$ cat config.mk
export PLATFORM = sky130hd
export DESIGN_NAME = write_back_stage_flat
export DESIGN_NICKNAME = d
export VERILOG_FILES = /design/src/rtl/write_back_stage_if.sv /design/src/rtl/write_back_stage.sv /design/src/flat_wrapper.sv
export SDC_FILE = /design/constraint.sdc
export NUM_CORES = 1
export LEC_CHECK = 0
export ABC_AREA = 0
export CORE_AREA = 10 10 226 228
export DETAILED_ROUTE_END_ITERATION = 7
export DIE_AREA = 0 0 236 238
export GPL_TIMING_DRIVEN = 0
export MAX_ROUTING_LAYER = met4
export PLACE_DENSITY_LB_ADDON = 0.05
export SLEW_MARGIN = 20
export SYNTH_ARGS = -nofsm -noshare
export SYNTH_HDL_FRONTEND = slang
export SYNTH_SLANG_ARGS = --single-unit
$ cat constraint.sdc
create_clock -name clk -period 7.26 [get_ports clk]
set_clock_uncertainty 0.1 [all_clocks]
set_input_delay 0.726 -clock clk [delete_from_list [all_inputs] [get_ports clk]]
set_output_delay 0.726 -clock clk [all_outputs]
set_load 0.01 [all_outputs]
$ cat src/rtl/write_back_stage_if.sv
// Execute-to-write-back handshake plus the load read bus.
//   ex_*  : one execute result per ex_valid & ex_ready transfer
//   bus_* : single outstanding read; bus_req/bus_addr held until bus_ack
// slave  : the write-back stage
// master : the surrounding execute unit and memory bus
interface write_back_stage_if;
  logic        ex_valid;
  logic        ex_ready;
  logic [3:0]  ex_y1_channel;
  logic [31:0] ex_y1_data;
  logic [1:0]  ex_y2_channel;
  logic [31:0] ex_y2_data;
  logic        ex_mem_rd;
  logic        bus_req;
  logic [31:0] bus_addr;
  logic        bus_ack;
  logic [31:0] bus_rdata;

  modport master (
    output ex_valid, ex_y1_channel, ex_y1_data, ex_y2_channel, ex_y2_data, ex_mem_rd,
    input  ex_ready,
    input  bus_req, bus_addr,
    output bus_ack, bus_rdata
  );

  modport slave (
    input  ex_valid, ex_y1_channel, ex_y1_data, ex_y2_channel, ex_y2_data, ex_mem_rd,
    output ex_ready,
    output bus_req, bus_addr,
    input  bus_ack, bus_rdata
  );
endinterface

$ cat src/rtl/write_back_stage.sv
// Write-back stage between execute and the register file.
// Accepts one execute result per handshake, performs the bus read for loads
// (aborted after ACK_TIMEOUT wait cycles), and pulses the per-register write
// strobes for exactly one cycle; the register file commits on that edge and
// the bypass network forwards the same back_* values in that cycle.
// Ports:
//   clk, rst        clock, synchronous active-high reset
//   wb_if           execute handshake and load read bus (slave side)
//   back_<reg>      registered write-back data, holds when its strobe is low
//   back_<reg>_c    one-cycle write enable for back_<reg>
//   pc_load         one-cycle PC redirect strobe, pc_target holds the target
//   bus_err         one-cycle pulse when a load times out
//   busy            stage is not IDLE
module write_back_stage #(
  parameter int unsigned ACK_TIMEOUT = 255
) (
  input  logic              clk,
  input  logic              rst,
  write_back_stage_if.slave wb_if,
  output logic [31:0]       back_r1,
  output logic [31:0]       back_r2,
  output logic [31:0]       back_r3,
  output logic [31:0]       back_r4,
  output logic [31:0]       back_r5,
  output logic [31:0]       back_r6,
  output logic [31:0]       back_cs,
  output logic [31:0]       back_ds,
  output logic [31:0]       back_flag,
  output logic [31:0]       back_tpc,
  output logic [31:0]       back_ipc,
  output logic [31:0]       back_sp,
  output logic [31:0]       back_tlb,
  output logic              back_r1_c,
  output logic              back_r2_c,
  output logic              back_r3_c,
  output logic              back_r4_c,
  output logic              back_r5_c,
  output logic              back_r6_c,
  output logic              back_cs_c,
  output logic              back_ds_c,
  output logic              back_flag_c,
  output logic              back_tpc_c,
  output logic              back_ipc_c,
  output logic              back_sp_c,
  output logic              back_tlb_c,
  output logic              pc_load,
  output logic [31:0]       pc_target,
  output logic              bus_err,
  output logic              busy
);

  typedef enum logic [1:0] {
    IDLE     = 2'd0,
    WAIT_ACK = 2'd1,
    COMMIT   = 2'd2
  } state_t;

  // Slot numbering of the write-back register file (output order r1..tlb).
  localparam logic [3:0]  SLOT_FLAG   = 4'd8;
  localparam logic [3:0]  SLOT_SP     = 4'd11;
  localparam logic [3:0]  SLOT_TLB    = 4'd12;
  localparam logic [3:0]  CH_PC       = 4'd14;
  localparam logic [15:0] TIMEOUT_CNT = 16'(ACK_TIMEOUT);

  // {hit, slot} for a y1 channel; channels 1..11 map straight onto slots
  // 0..10, while tlb and sp are swapped relative to the output order.
  function automatic logic [4:0] y1_slot(input logic [3:0] ch);
    logic [4:0] s;
    s = '0;
    case (ch)
      4'd0, 4'd14, 4'd15: s = '0;
      4'd12:              s = {1'b1, SLOT_TLB};
      4'd13:              s = {1'b1, SLOT_SP};
      default:            s = {1'b1, ch - 4'd1};
    endcase
    return s;
  endfunction

  function automatic logic [4:0] y2_slot(input logic [1:0] ch);
    logic [4:0] s;
    s = '0;
    case (ch)
      2'd1:    s = {1'b1, SLOT_FLAG};
      2'd2:    s = {1'b1, SLOT_SP};
      default: s = '0;
    endcase
    return s;
  endfunction

  state_t            state_q, state_d;
  logic [15:0]       cnt_q, cnt_d;
  logic              bus_req_q, bus_req_d;
  logic [31:0]       bus_addr_q, bus_addr_d;
  logic [12:0][31:0] back_q, back_d;
  logic [12:0]       back_c_q, back_c_d;
  logic              pc_load_q, pc_load_d;
  logic [31:0]       pc_target_q, pc_target_d;
  logic              bus_err_q, bus_err_d;

  logic [3:0]        y1_chan_p1;
  logic [1:0]        y2_chan_p1;
  logic [31:0]       y2_data_p1;

  logic              ex_ready_w;
  logic              accept;
  logic              commit;
  logic [3:0]        cm_y1_chan;
  logic [31:0]       cm_y1_data;
  logic [1:0]        cm_y2_chan;
  logic [31:0]       cm_y2_data;
  logic [4:0]        y1_hit, y2_hit;

  assign ex_ready_w = (state_q == IDLE) && !rst;
  assign accept     = wb_if.ex_valid && ex_ready_w;

  always_comb begin
    state_d     = state_q;
    cnt_d       = cnt_q;
    bus_req_d   = bus_req_q;
    bus_addr_d  = bus_addr_q;
    back_d      = back_q;
    back_c_d    = '0;
    pc_load_d   = 1'b0;
    pc_target_d = pc_target_q;
    bus_err_d   = 1'b0;
    commit      = 1'b0;
    cm_y1_chan  = wb_if.ex_y1_channel;
    cm_y1_data  = wb_if.ex_y1_data;
    cm_y2_chan  = wb_if.ex_y2_channel;
    cm_y2_data  = wb_if.ex_y2_data;

    case (state_q)
      IDLE: begin
        if (accept) begin
          if (wb_if.ex_mem_rd) begin
            state_d    = WAIT_ACK;
            bus_req_d  = 1'b1;
            bus_addr_d = wb_if.ex_y1_data;
            cnt_d      = 16'd1;
          end else begin
            commit = 1'b1;
          end
        end
      end
      WAIT_ACK: begin
        // Ack wins over a timeout falling on the same cycle.
        if (wb_if.bus_ack) begin
          state_d    = COMMIT;
          bus_req_d  = 1'b0;
          cnt_d      = '0;
          commit     = 1'b1;
          cm_y1_chan = y1_chan_p1;
          cm_y1_data = wb_if.bus_rdata;
          cm_y2_chan = y2_chan_p1;
          cm_y2_data = y2_data_p1;
        end else if (cnt_q == TIMEOUT_CNT) begin
          state_d   = IDLE;
          bus_req_d = 1'b0;
          cnt_d     = '0;
          bus_err_d = 1'b1;
        end else begin
          cnt_d = cnt_q + 16'd1;
        end
      end
      // Strobes for the load are on the outputs this cycle; hold off new
      // work for one cycle so the load result is the only commit.
      COMMIT: state_d = IDLE;
      default: state_d = IDLE;
    endcase

    // y2 is applied after y1 so it wins when both name the same register.
    y1_hit = y1_slot(cm_y1_chan);
    y2_hit = y2_slot(cm_y2_chan);
    if (commit) begin
      if (y1_hit[4]) begin
        back_d[y1_hit[3:0]]   = cm_y1_data;
        back_c_d[y1_hit[3:0]] = 1'b1;
      end
      if (cm_y1_chan == CH_PC) begin
        pc_load_d   = 1'b1;
        pc_target_d = cm_y1_data;
      end
      if (y2_hit[4]) begin
        back_d[y2_hit[3:0]]   = cm_y2_data;
        back_c_d[y2_hit[3:0]] = 1'b1;
      end
    end
  end

  // ---- stage register: control, strobes and write-back data ----
  always_ff @(posedge clk) begin
    if (rst) begin
      state_q     <= IDLE;
      cnt_q       <= '0;
      bus_req_q   <= 1'b0;
      bus_addr_q  <= '0;
      back_q      <= '0;
      back_c_q    <= '0;
      pc_load_q   <= 1'b0;
      pc_target_q <= '0;
      bus_err_q   <= 1'b0;
    end else begin
      state_q     <= state_d;
      cnt_q       <= cnt_d;
      bus_req_q   <= bus_req_d;
      bus_addr_q  <= bus_addr_d;
      back_q      <= back_d;
      back_c_q    <= back_c_d;
      pc_load_q   <= pc_load_d;
      pc_target_q <= pc_target_d;
      bus_err_q   <= bus_err_d;
    end
  end

  // ---- load context held across the bus wait (data only, no reset) ----
  always_ff @(posedge clk) begin
    if (accept && wb_if.ex_mem_rd) begin
      y1_chan_p1 <= wb_if.ex_y1_channel;
      y2_chan_p1 <= wb_if.ex_y2_channel;
      y2_data_p1 <= wb_if.ex_y2_data;
    end
  end

  assign wb_if.ex_ready = ex_ready_w;
  assign wb_if.bus_req  = bus_req_q;
  assign wb_if.bus_addr = bus_addr_q;

  assign back_r1   = back_q[0];
  assign back_r2   = back_q[1];
  assign back_r3   = back_q[2];
  assign back_r4   = back_q[3];
  assign back_r5   = back_q[4];
  assign back_r6   = back_q[5];
  assign back_cs   = back_q[6];
  assign back_ds   = back_q[7];
  assign back_flag = back_q[8];
  assign back_tpc  = back_q[9];
  assign back_ipc  = back_q[10];
  assign back_sp   = back_q[11];
  assign back_tlb  = back_q[12];

  assign back_r1_c   = back_c_q[0];
  assign back_r2_c   = back_c_q[1];
  assign back_r3_c   = back_c_q[2];
  assign back_r4_c   = back_c_q[3];
  assign back_r5_c   = back_c_q[4];
  assign back_r6_c   = back_c_q[5];
  assign back_cs_c   = back_c_q[6];
  assign back_ds_c   = back_c_q[7];
  assign back_flag_c = back_c_q[8];
  assign back_tpc_c  = back_c_q[9];
  assign back_ipc_c  = back_c_q[10];
  assign back_sp_c   = back_c_q[11];
  assign back_tlb_c  = back_c_q[12];

  assign pc_load   = pc_load_q;
  assign pc_target = pc_target_q;
  assign bus_err   = bus_err_q;
  assign busy      = (state_q != IDLE);

endmodule

$ cat src/flat_wrapper.sv
// flat-port wrapper written by rule: the top's interface ports become plain ports
module write_back_stage_flat 
#(
  parameter int unsigned ACK_TIMEOUT = 255
)
  (clk, rst, back_r1, back_r2, back_r3, back_r4, back_r5, back_r6, back_cs, back_ds, back_flag, back_tpc, back_ipc, back_sp, back_tlb, back_r1_c, back_r2_c, back_r3_c, back_r4_c, back_r5_c, back_r6_c, back_cs_c, back_ds_c, back_flag_c, back_tpc_c, back_ipc_c, back_sp_c, back_tlb_c, pc_load, pc_target, bus_err, busy, wb_if_ex_valid, wb_if_ex_y1_channel, wb_if_ex_y1_data, wb_if_ex_y2_channel, wb_if_ex_y2_data, wb_if_ex_mem_rd, wb_if_ex_ready, wb_if_bus_req, wb_if_bus_addr, wb_if_bus_ack, wb_if_bus_rdata);
  write_back_stage_if wb_if_i ();
  input  logic clk;
  input  logic rst;
  output logic [31:0] back_r1;
  output logic [31:0] back_r2;
  output logic [31:0] back_r3;
  output logic [31:0] back_r4;
  output logic [31:0] back_r5;
  output logic [31:0] back_r6;
  output logic [31:0] back_cs;
  output logic [31:0] back_ds;
  output logic [31:0] back_flag;
  output logic [31:0] back_tpc;
  output logic [31:0] back_ipc;
  output logic [31:0] back_sp;
  output logic [31:0] back_tlb;
  output logic back_r1_c;
  output logic back_r2_c;
  output logic back_r3_c;
  output logic back_r4_c;
  output logic back_r5_c;
  output logic back_r6_c;
  output logic back_cs_c;
  output logic back_ds_c;
  output logic back_flag_c;
  output logic back_tpc_c;
  output logic back_ipc_c;
  output logic back_sp_c;
  output logic back_tlb_c;
  output logic pc_load;
  output logic [31:0] pc_target;
  output logic bus_err;
  output logic busy;
  input wire logic [$bits(wb_if_i.ex_valid)-1:0] wb_if_ex_valid;
  input wire logic [$bits(wb_if_i.ex_y1_channel)-1:0] wb_if_ex_y1_channel;
  input wire logic [$bits(wb_if_i.ex_y1_data)-1:0] wb_if_ex_y1_data;
  input wire logic [$bits(wb_if_i.ex_y2_channel)-1:0] wb_if_ex_y2_channel;
  input wire logic [$bits(wb_if_i.ex_y2_data)-1:0] wb_if_ex_y2_data;
  input wire logic [$bits(wb_if_i.ex_mem_rd)-1:0] wb_if_ex_mem_rd;
  output wire logic [$bits(wb_if_i.ex_ready)-1:0] wb_if_ex_ready;
  output wire logic [$bits(wb_if_i.bus_req)-1:0] wb_if_bus_req;
  output wire logic [$bits(wb_if_i.bus_addr)-1:0] wb_if_bus_addr;
  input wire logic [$bits(wb_if_i.bus_ack)-1:0] wb_if_bus_ack;
  input wire logic [$bits(wb_if_i.bus_rdata)-1:0] wb_if_bus_rdata;
  assign wb_if_i.ex_valid = wb_if_ex_valid;
  assign wb_if_i.ex_y1_channel = wb_if_ex_y1_channel;
  assign wb_if_i.ex_y1_data = wb_if_ex_y1_data;
  assign wb_if_i.ex_y2_channel = wb_if_ex_y2_channel;
  assign wb_if_i.ex_y2_data = wb_if_ex_y2_data;
  assign wb_if_i.ex_mem_rd = wb_if_ex_mem_rd;
  assign wb_if_ex_ready = wb_if_i.ex_ready;
  assign wb_if_bus_req = wb_if_i.bus_req;
  assign wb_if_bus_addr = wb_if_i.bus_addr;
  assign wb_if_i.bus_ack = wb_if_bus_ack;
  assign wb_if_i.bus_rdata = wb_if_bus_rdata;
  write_back_stage #(.ACK_TIMEOUT(ACK_TIMEOUT)) u_core (.clk(clk), .rst(rst), .wb_if(wb_if_i), .back_r1(back_r1), .back_r2(back_r2), .back_r3(back_r3), .back_r4(back_r4), .back_r5(back_r5), .back_r6(back_r6), .back_cs(back_cs), .back_ds(back_ds), .back_flag(back_flag), .back_tpc(back_tpc), .back_ipc(back_ipc), .back_sp(back_sp), .back_tlb(back_tlb), .back_r1_c(back_r1_c), .back_r2_c(back_r2_c), .back_r3_c(back_r3_c), .back_r4_c(back_r4_c), .back_r5_c(back_r5_c), .back_r6_c(back_r6_c), .back_cs_c(back_cs_c), .back_ds_c(back_ds_c), .back_flag_c(back_flag_c), .back_tpc_c(back_tpc_c), .back_ipc_c(back_ipc_c), .back_sp_c(back_sp_c), .back_tlb_c(back_tlb_c), .pc_load(pc_load), .pc_target(pc_target), .bus_err(bus_err), .busy(busy));
endmodule
* Word-level counts from Yosys, hierarchy flattened
Cells that the tools add are included. W data, S select, Z words.
Storage, ports and cells: word-level logic and storage cells 109, output and inout port bits 498, register bits 552
Cells by class: muxes and demuxes 47, reduce and logical (&&, ||, !) cells 18, equal/unequal tests 11, bitwise operators 3, $add $sub $neg 2, magnitude comparators 4
Operators with widths (count):
- $mux W416 | 3
- $bwmux W416 | 2
- $demux W32 S4 | 2
- $mux W32 | 6
- $mux W16 | 4
- $mux W13 | 3
- $pmux W16 S2 | 1
- $add A16 B1 Y16 const B | 1
- $eq A16 B8 Y1 const B | 1
- $eq A4 B4 Y1 const B | 4
- $pmux W5 S3 | 1
- $or A13 B13 Y13 | 1
- $mux W2 | 6
- $mux W1 | 11
- $lt A4 B5 Y1 const B | 2
- $pmux W5 S2 | 1
- $reduce_and A3 Y1 | 3
- $demux W1 S4 | 2
- $ge A4 B1 Y1 const B | 2
- $mux W4 | 2
- $reduce_or A3 Y1 | 2
- $logic_and A1 B1 Y1 | 5
- $eq A2 B1 Y1 const B | 2
- $logic_not A4 Y1 | 1
- other kinds (14) | 17

* Logic depth before layout (Yosys ltp)
Gate-level depths: netlist (run 1).
depth after elaboration 14, gate-level depth with buffers 16

* Worst setup path before layout (run 1)
Ideal clock, no wire load.
path type input-to-reg, start in wb_if_bus_ack, end reg (tool-made name), setup time 0.148 ns, required time 7.012 ns, data arrival time 4.440 ns, path buffers 4, stages 13, setup slack 2.573 ns, path through nand3b_1 buf_6 buf_1 buf_1 mux2i_1 inv_1 ha_1 or3_1 a22o_1 a2111o_1 nor3_4 buf_4 a211oi_1
RTL lines:
- from (decl) | RTL line flat_wrapper.sv:49 | input wire logic [$bits(wb_if_i.bus_ack)-1:0] wb_if_bus_ack;

==> results of run 1 <==
worst max-delay path, cell delays in order:
cell                              delay [ns]
sky130_fd_sc_hd__clkdlybuf4s50_1        0.47
sky130_fd_sc_hd__nand3b_1               0.22
sky130_fd_sc_hd__buf_6                  0.21
sky130_fd_sc_hd__buf_1                  0.64
sky130_fd_sc_hd__buf_1                  0.81
sky130_fd_sc_hd__mux2i_1                0.47
sky130_fd_sc_hd__inv_1                  0.12
sky130_fd_sc_hd__ha_1                   0.25
sky130_fd_sc_hd__or3_1                  0.41
sky130_fd_sc_hd__a22oi_2                0.34
sky130_fd_sc_hd__nand4_2                0.30
sky130_fd_sc_hd__nor3_2                 0.70
sky130_fd_sc_hd__clkbuf_1               0.58
sky130_fd_sc_hd__a211oi_1               0.18
per-stage QoR:
| step | utilization, % | worst slack (ns) |
|---|---|---|
| after global routing | 63.5 | 0.892 |
| after CTS | 63.5 | 1.26 |
| after detailed placement | 59.6 | 0.602 |
| after global placement | 59.6 | 0.656 |
| final | 63.5 | 1.16 |
| after floorplan | - | 2.57 |
worst min path at each step:
stage	startpoint	end	slack, ns	cells after the start
after floorplan	u_core.cnt_q[5]	u_core.cnt_q[5]	0.37	2
after global placement	u_core.wb_if.bus_addr[13]	u_core.wb_if.bus_addr[13]	0.34	2
after detailed placement	u_core.wb_if.bus_addr[24]	u_core.wb_if.bus_addr[24]	0.35	2
after CTS	u_core.wb_if.bus_addr[7]	u_core.wb_if.bus_addr[7]	0.36	2
after global routing	u_core.wb_if.bus_addr[31]	u_core.wb_if.bus_addr[31]	0.37	2
final	u_core.wb_if.bus_addr[7]	u_core.wb_if.bus_addr[7]	0.35	2
layer usage:
| layer | global-route usage [%] | up-vias | wire length, um | part of all wire [%] |
|---|---|---|---|---|
| met2 | 48.8 | 805 | 41900 | 47 |
| met3 | 8.51 | 140 | 7770 | 8.6 |
| met4 | 11.1 | 0 | 3220 | 3.6 |
| li1 | - | 8725 | - | - |
| met1 | 37.7 | 9571 | 37000 | 41 |
| met5 | - | - | 0 | 0 |
report_power, final:
part	internal, mW	switching, mW	total, mW
sequential	3.12	0.0333	3.15
clock	1.64	1.23	2.87
combinational	0.236	0.389	0.625
total	4.99	1.66	6.65
cells in the mapped netlist (12+ instances only):
master                     instances
sky130_fd_sc_hd__buf_2            36
sky130_fd_sc_hd__nor2_1          439
sky130_fd_sc_hd__mux2i_1          70
sky130_fd_sc_hd__buf_4            15
sky130_fd_sc_hd__nand2_1          88
sky130_fd_sc_hd__nor4_1           13
sky130_fd_sc_hd__edfxtp_1         38
sky130_fd_sc_hd__o221a_2          60
sky130_fd_sc_hd__dfxtp_1         514
sky130_fd_sc_hd__a21oi_1          72
sky130_fd_sc_hd__clkbuf_1        130
sky130_fd_sc_hd__buf_1            15
sky130_fd_sc_hd__xor2_1           12
sky130_fd_sc_hd__inv_1            38
sky130_fd_sc_hd__a211oi_1        329
sky130_fd_sc_hd__a211oi_2         84
final cells by class:
cell class              instances  area, um^2  area share, %
inverters                      39         146          0.497
flip-flops and latches        552       11400           38.8
clock buffers                  94        1750           5.94
multi-input cells            1265        8280           28.1
clock inverters                 9        71.3          0.242
well taps                     607         759           2.58
plain buffers                 207         965           3.28
repair buffers                603        6040           20.5
diodes                          3        7.51         0.0255
cells by family after synthesis:
| kind of cell | after synthesis | synth area share (%) |
|---|---|---|
| AND/OR/NAND/NOR | 591 | 11.8 |
| AO/OA/AOI/OAI | 574 | 23.0 |
| flip-flops | 552 | 54.9 |
| buffers and inverters | 246 | 5.32 |
| multiplexers | 75 | 3.73 |
| XOR/XNOR | 17 | 0.715 |
| adder cells (fa/ha/maj) | 8 | 0.481 |
==> out/qor.txt, run 1 <==
Area fraction of the dominant cell type after synthesis: 49.4%
Number of clock sinks: 552
WL per Instance: 26.6 um
Die height: 238 um
Count of non-filler cells in the finished layout: 3379
Outcome: complete, no violations
Mapped cell area: 0.0208 mm^2
Maximum buffer depth of the clock tree: 3
CP Class: in2reg
CTS tree: done
Design Power: 6.65 mW
Length of the first detailed-routing pass in iterations: 5
Path depth of the worst reg2reg path: 13
Final critical path time including I/O delays and setup: 6.10 ns
Number of standard-cell rows in the floorplan: 79
Maximum clock rate: 0.164 GHz
Number of setup buffers added after CTS: 0
Critical path endpoint category: register
Maximum capacitance violations: 0
Number of synthesized register bits: 552
Fill cell total of the finished layout: 3945
H-tree depth: 2
Number of antenna violations at the first check in global routing: 3
Synthesized instance count: 2063
Cells resized by post-CTS repair: 0
Largest vdd supply drop: 0.000204 V
Tightest Pin Transition: 1.13 ns
Placed Instances: 3273
Number of global-route vias before repair: 18.8k
Areal power density over the cells: 226 mW/mm^2
Ratio of routed vias to standard cells: 5.69
Syn_nets: 2178
Post-route ant nets: 0
Largest net degree at the start of global routing: 48
Part of the Yosys area used for sequential elements: 54.9%
Nature of the critical path startpoint: input port
Count of input and output buffers: 603
Number of synthesis warnings: 0
Core Box Area: 0.0464 mm^2
Data required time at the worst endpoint: 7.62 ns
Setup repair after global routing missed its margin: no
Standard cell area after detailed placement: 0.0276 mm^2
Top fanout value on the critical path: 10
Total number of vias: 19.2k
Effective utilization at floorplan: 44.9%
Share of final-layout standard cells stronger than drive strength 1: 11.2%
Remaining routing DRC violations: 0
Clk Latency, worst-skew pair: 0.61 ns
Area contributors post-synth: sky130_fd_sc_hd__dfxtp_1, sky130_fd_sc_hd__a211oi_1, sky130_fd_sc_hd__nor2_1
Most used flip-flop cell after synthesis: sky130_fd_sc_hd__dfxtp_1
Hold WS: 0.354 ns
Launching instance or port of the critical path: wb_if_bus_ack
Number of buffers added to fix hold violations after cts: 0
Final wirelength: 89900 um
First-pass GRT wire length: 129000 um
Number of synthesized flops with an enable pin: 38
Register-to-Register Setup Slack: 1.34 ns
Floorplan die width: 236 um
Num ports: 605
Number of DRC markers after the initial detailed-route iteration: 1667
Final Hold Viols: 0
Global-route usage over all layers: 31.0%
Async SR Flop Fraction: 0%
Post-detailed-placement half-perimeter wirelength: 68800 um
Slew Limit Fails: 0
Summed area of non-filler cells in the final layout: 0.0294 mm^2
Distinct cells, synth: 58
Clock-pin transition on the worst setup and hold timing paths: 0.06 ns
Avg Inst Size Synth: 10.1 um^2
Signal arrival time at the worst endpoint: 6.45 ns
Total negative slack for setup checks: 0 ns
Period Utilization, post-route: 84.0%
Setup violation total in the final timing report: 0
Worst hold path type: reg2reg
Area growth syn-to-layout: 41.4%
Max-Slew Margin vs Limit: 22.5%
Most common cell after layout, fill and taps aside: sky130_fd_sc_hd__clkdlybuf4s50_1
Area enclosed by the die boundary: 0.0562 mm^2
Placer congestion estimate: 0.919
Number of nets in the final layout: 2840
Grt total ovfl: 0
Number of buffers added by the clock tree synthesis step: 57
Cell taking the most area after synthesis: sky130_fd_sc_hd__dfxtp_1
Commonest cells after routing, fill and taps aside: sky130_fd_sc_hd__clkdlybuf4s50_1, sky130_fd_sc_hd__dfxtp_1, sky130_fd_sc_hd__nor2_1
Total leakage power: 10.1 nW
Root Driver: sky130_fd_sc_hd__clkbuf_16
Beginning of the worst register-to-register path: u_core.state_q[1]
Note: power is estimated with default switching activity, not from simulation.
==> run 2: changes to the inputs <==
--- a/config.mk
+++ b/config.mk
@@ -6,9 +6,9 @@
 export NUM_CORES = 1
 export LEC_CHECK = 0
 export ABC_AREA = 0
-export CORE_AREA = 10 10 226 228
+export CORE_MARGIN = 10
+export CORE_UTILIZATION = 43
 export DETAILED_ROUTE_END_ITERATION = 7
-export DIE_AREA = 0 0 236 238
 export GPL_TIMING_DRIVEN = 0
 export MAX_ROUTING_LAYER = met4
 export PLACE_DENSITY_LB_ADDON = 0.05
==> constraint.sdc (replaced) <==
create_clock -name clk -period 4.96 [get_ports clk]
set_clock_uncertainty 0.1 [all_clocks]
set_input_delay 0.496 -clock clk [delete_from_list [all_inputs] [get_ports clk]]
set_output_delay 0.496 -clock clk [all_outputs]
set_load 0.01 [all_outputs]
==> out/qor.txt, run 2 (synthesis results as in run 1) <==
Critical path endpoint category: register (unchanged)
Grt total ovfl: 0 (unchanged)
Count of input and output buffers: 603 (unchanged)
Number of DRC markers after the initial detailed-route iteration: 1251 (was 1667)
Areal power density over the cells: 334 mW/mm^2 (was 226 mW/mm^2)
Flop pwr share: 46.7% (was 47.4%)
Final wirelength: 89500 um (was 89900 um)
Register-to-Register Setup Slack: 0.26 ns (was 1.34 ns)
H-tree depth: 2 (unchanged)
Standard cell area after detailed placement: 0.0276 mm^2 (about the same)
WHS Endpoint: u_core.wb_if.bus_addr[22] (was u_core.wb_if.bus_addr[7])
Area growth syn-to-layout: 42.2% (was 41.4%)
Hold Path Cell Cnt: 2 (unchanged)
Maximum buffer depth of the clock tree: 3 (unchanged)
Final Hold Viols: 0 (unchanged)
Delay of the slowest critical-path stage: 0.51 ns (was 0.81 ns)
Fill cell total of the finished layout: 4095 (was 3945)
Number of buffers added to fix hold violations after cts: 0 (unchanged)
Total number of vias: 19.1k (was 19.2k)
Number of standard-cell rows in the floorplan: 80 (was 79)
Post-route ant nets: 0 (unchanged)
Max-Slew Margin vs Limit: 22.9% (was 22.5%)
Beginning of the worst register-to-register path: u_core.state_q[1] (unchanged)
Source of the worst hold timing path: u_core.wb_if.bus_addr[22] (was u_core.wb_if.bus_addr[7])
Maximum capacitance violations: 0 (unchanged)
Largest net degree at the start of global routing: 48 (unchanged)
Total leakage power: 10.2 nW (was 10.1 nW)
Outcome: complete, no violations (unchanged)
Floorplan die width: 240 um (was 236 um)
Placer congestion estimate: 0.947 (was 0.919)
CTS tree: done (unchanged)
Clock Power Share: 44.0% (was 43.2%)
Setup repair after global routing missed its margin: no (unchanged)
Internal power: 7.42 mW (was 4.99 mW)
Die height: 240 um (was 238 um)
Count of non-filler cells in the finished layout: 3395 (was 3379)
Commonest cells after routing, fill and taps aside: sky130_fd_sc_hd__clkdlybuf4s50_1, sky130_fd_sc_hd__dfxtp_1, sky130_fd_sc_hd__nor2_1 (unchanged)
Data required time at the worst endpoint: 5.36 ns (was 7.62 ns)
Switching component of the power: 2.45 mW (was 1.66 mW)
Tightest Pin Transition: 1.12 ns (was 1.13 ns)
Number of nets in the final layout: 2842 (was 2840)
Period Utilization, post-route: 94.7%
Summed area of non-filler cells in the final layout: 0.0296 mm^2 (was 0.0294 mm^2)
Slew Limit Fails: 0 (unchanged)
Signal arrival time at the worst endpoint: 5.10 ns (was 6.45 ns)
Design Power: 9.87 mW (was 6.65 mW)
CP Class: reg2reg (was in2reg)
Clock-pin transition on the worst setup and hold timing paths: 0.06 ns (about the same)
Most common cell after layout, fill and taps aside: sky130_fd_sc_hd__clkdlybuf4s50_1 (unchanged)
Area enclosed by the die boundary: 0.0576 mm^2 (was 0.0562 mm^2)
Placed Instances: 3281 (was 3273)
Sw frac: 24.8% (was 24.9%)
Post-detailed-placement half-perimeter wirelength: 68800 um (about the same)
Final critical path time including I/O delays and setup: 4.70 ns
Root Driver: sky130_fd_sc_hd__clkbuf_16 (unchanged)
Share of final-layout standard cells stronger than drive strength 1: 11.9% (was 11.2%)
Crit path cell chain: nand3b_1 -> buf_6 -> mux2i_2 -> inv_1 -> ha_1 -> or3_1 -> a22oi_2 -> a21oi_4 -> nor4_2 -> nand2_1 -> buf_2 -> o221a_2 (was clkdlybuf4s50_1 -> nand3b_1 -> buf_6 -> buf_1 -> buf_1 -> mux2i_1 -> inv_1 -> ha_1 -> or3_1 -> a22oi_2 -> nand4_2 -> nor3_2 -> clkbuf_1 -> a211oi_1)
Logic gate share of total power: 9.2% (was 9.4%)
Global-route usage over all layers: 30.6% (was 31.0%)
Number of buffers added by the clock tree synthesis step: 58 (was 57)
First-pass GRT wire length: 128000 um (was 129000 um)
Largest vdd supply drop: 0.000255 V (was 0.000204 V)
Length of the first detailed-routing pass in iterations: 5 (unchanged)
Effective utilization at floorplan: 43.5% (was 44.9%)
Maximum clock rate: 0.213 GHz
Path depth of the worst reg2reg path: 12 (was 13)
Core Box Area: 0.0478 mm^2 (was 0.0464 mm^2)
Worst hold path type: reg2reg (unchanged)
Num ports: 605 (unchanged)
Setup violation total in the final timing report: 0 (unchanged)
Nature of the critical path startpoint: register (was input port)
Hold WS: 0.356 ns (was 0.354 ns)
Capture point of the worst reg-to-reg path: u_core.back_flag[15]
Number of global-route vias before repair: 18.7k (was 18.8k)
Number of antenna violations at the first check in global routing: 5 (was 3)
Clk Latency, worst-skew pair: 0.60 ns (was 0.61 ns)
WL per Instance: 26.4 um (was 26.6 um)
Number of clock sinks: 552 (unchanged)
Top fanout value on the critical path: 28 (was 10)
Remaining routing DRC violations: 0 (unchanged)
CP max-delay cell: sky130_fd_sc_hd__mux2i_2 (was sky130_fd_sc_hd__buf_1)
Ratio of routed vias to standard cells: 5.62 (was 5.69)
run 2: cell types whose count changed in the layout (fill, tap and decap cells not counted), sizes merged:
cell	change
buf	-1
bufinv	+2
clkbuf	-4
clkinv	+10
diode	+2
inv	-1
run 2: final cells by class:
class                   instances  area, um^2  area share, %
flip-flops and latches        552       11400           38.6
diodes                          5        12.5         0.0423
well taps                     615         769           2.60
inverters                      39         146          0.495
multi-input cells            1265        8300           28.0
repair buffers                606        6070           20.5
plain buffers                 205         960           3.24
clock inverters                20         173          0.583
clock buffers                  88        1740           5.86
run 2: what timing repair did:
item                                    4_1_cts  5_1_grt
hold endpoints to repair                      0        0
resized for setup                             4        3
pin swaps                                     0        2
endpoints found under the setup margin      420      367
cloned                                        0        0
setup buffers                                 0        3
run 2: critical path: cells and delay by family (launching register included):
| family | cells | cell delay, ns |
|---|---|---|
| simple gates | 4 | 1.55 |
| buf+inv | 3 | 0.90 |
| compound gates | 3 | 0.85 |
| mux | 1 | 0.51 |
| flops | 1 | 0.39 |
| fa+ha+maj | 1 | 0.28 |
run 2: through the flow:
| stage | setup WS (ns) | util, % | setup TNS, ns |
|---|---|---|---|
| after floorplan | 0.503 | - | 0 |
| after global placement | -1.38 | 57.7 | -467.49 |
| after detailed placement | -1.53 | 57.7 | -514.19 |
| after CTS | 0.00514 | 61.8 | 0 |
| after global routing | 0.00157 | 61.9 | 0 |
| final | 0.261 | 61.9 | 0 |
run 2: worst max-delay path by stage:
stage	from	slack [ns]	end
floorplan	wb_if_bus_ack	0.50	register
global placement	wb_if_bus_ack	-1.38	register
detailed placement	wb_if_bus_ack	-1.53	register
CTS	u_core.state_q[1]	0.005	u_core.back_flag[21]
global route	u_core.state_q[1]	0.002	register
finish	u_core.state_q[1]	0.26	u_core.back_flag[15]
run 2: power groups by stage:
stage	Sequential [mW]	Clock [mW]	Combinational (mW)
5_1_grt	4.62	4.55	0.972
4_1_cts	4.61	4.38	0.908
3_3_place_gp	4.71	0	0.887
3_5_place_dp	4.71	0	0.903
6_report	4.61	4.35	0.913
2_1_floorplan	4.73	0	0.407
run 2: routing by layer:
layer	up-vias	share of wire [%]	global-route usage (%)
met4	0	3.5	11.3
met5	-	0	-
li1	8735	-	-
met3	143	8.6	8.43
met2	773	47	48.1
met1	9431	41	37.1
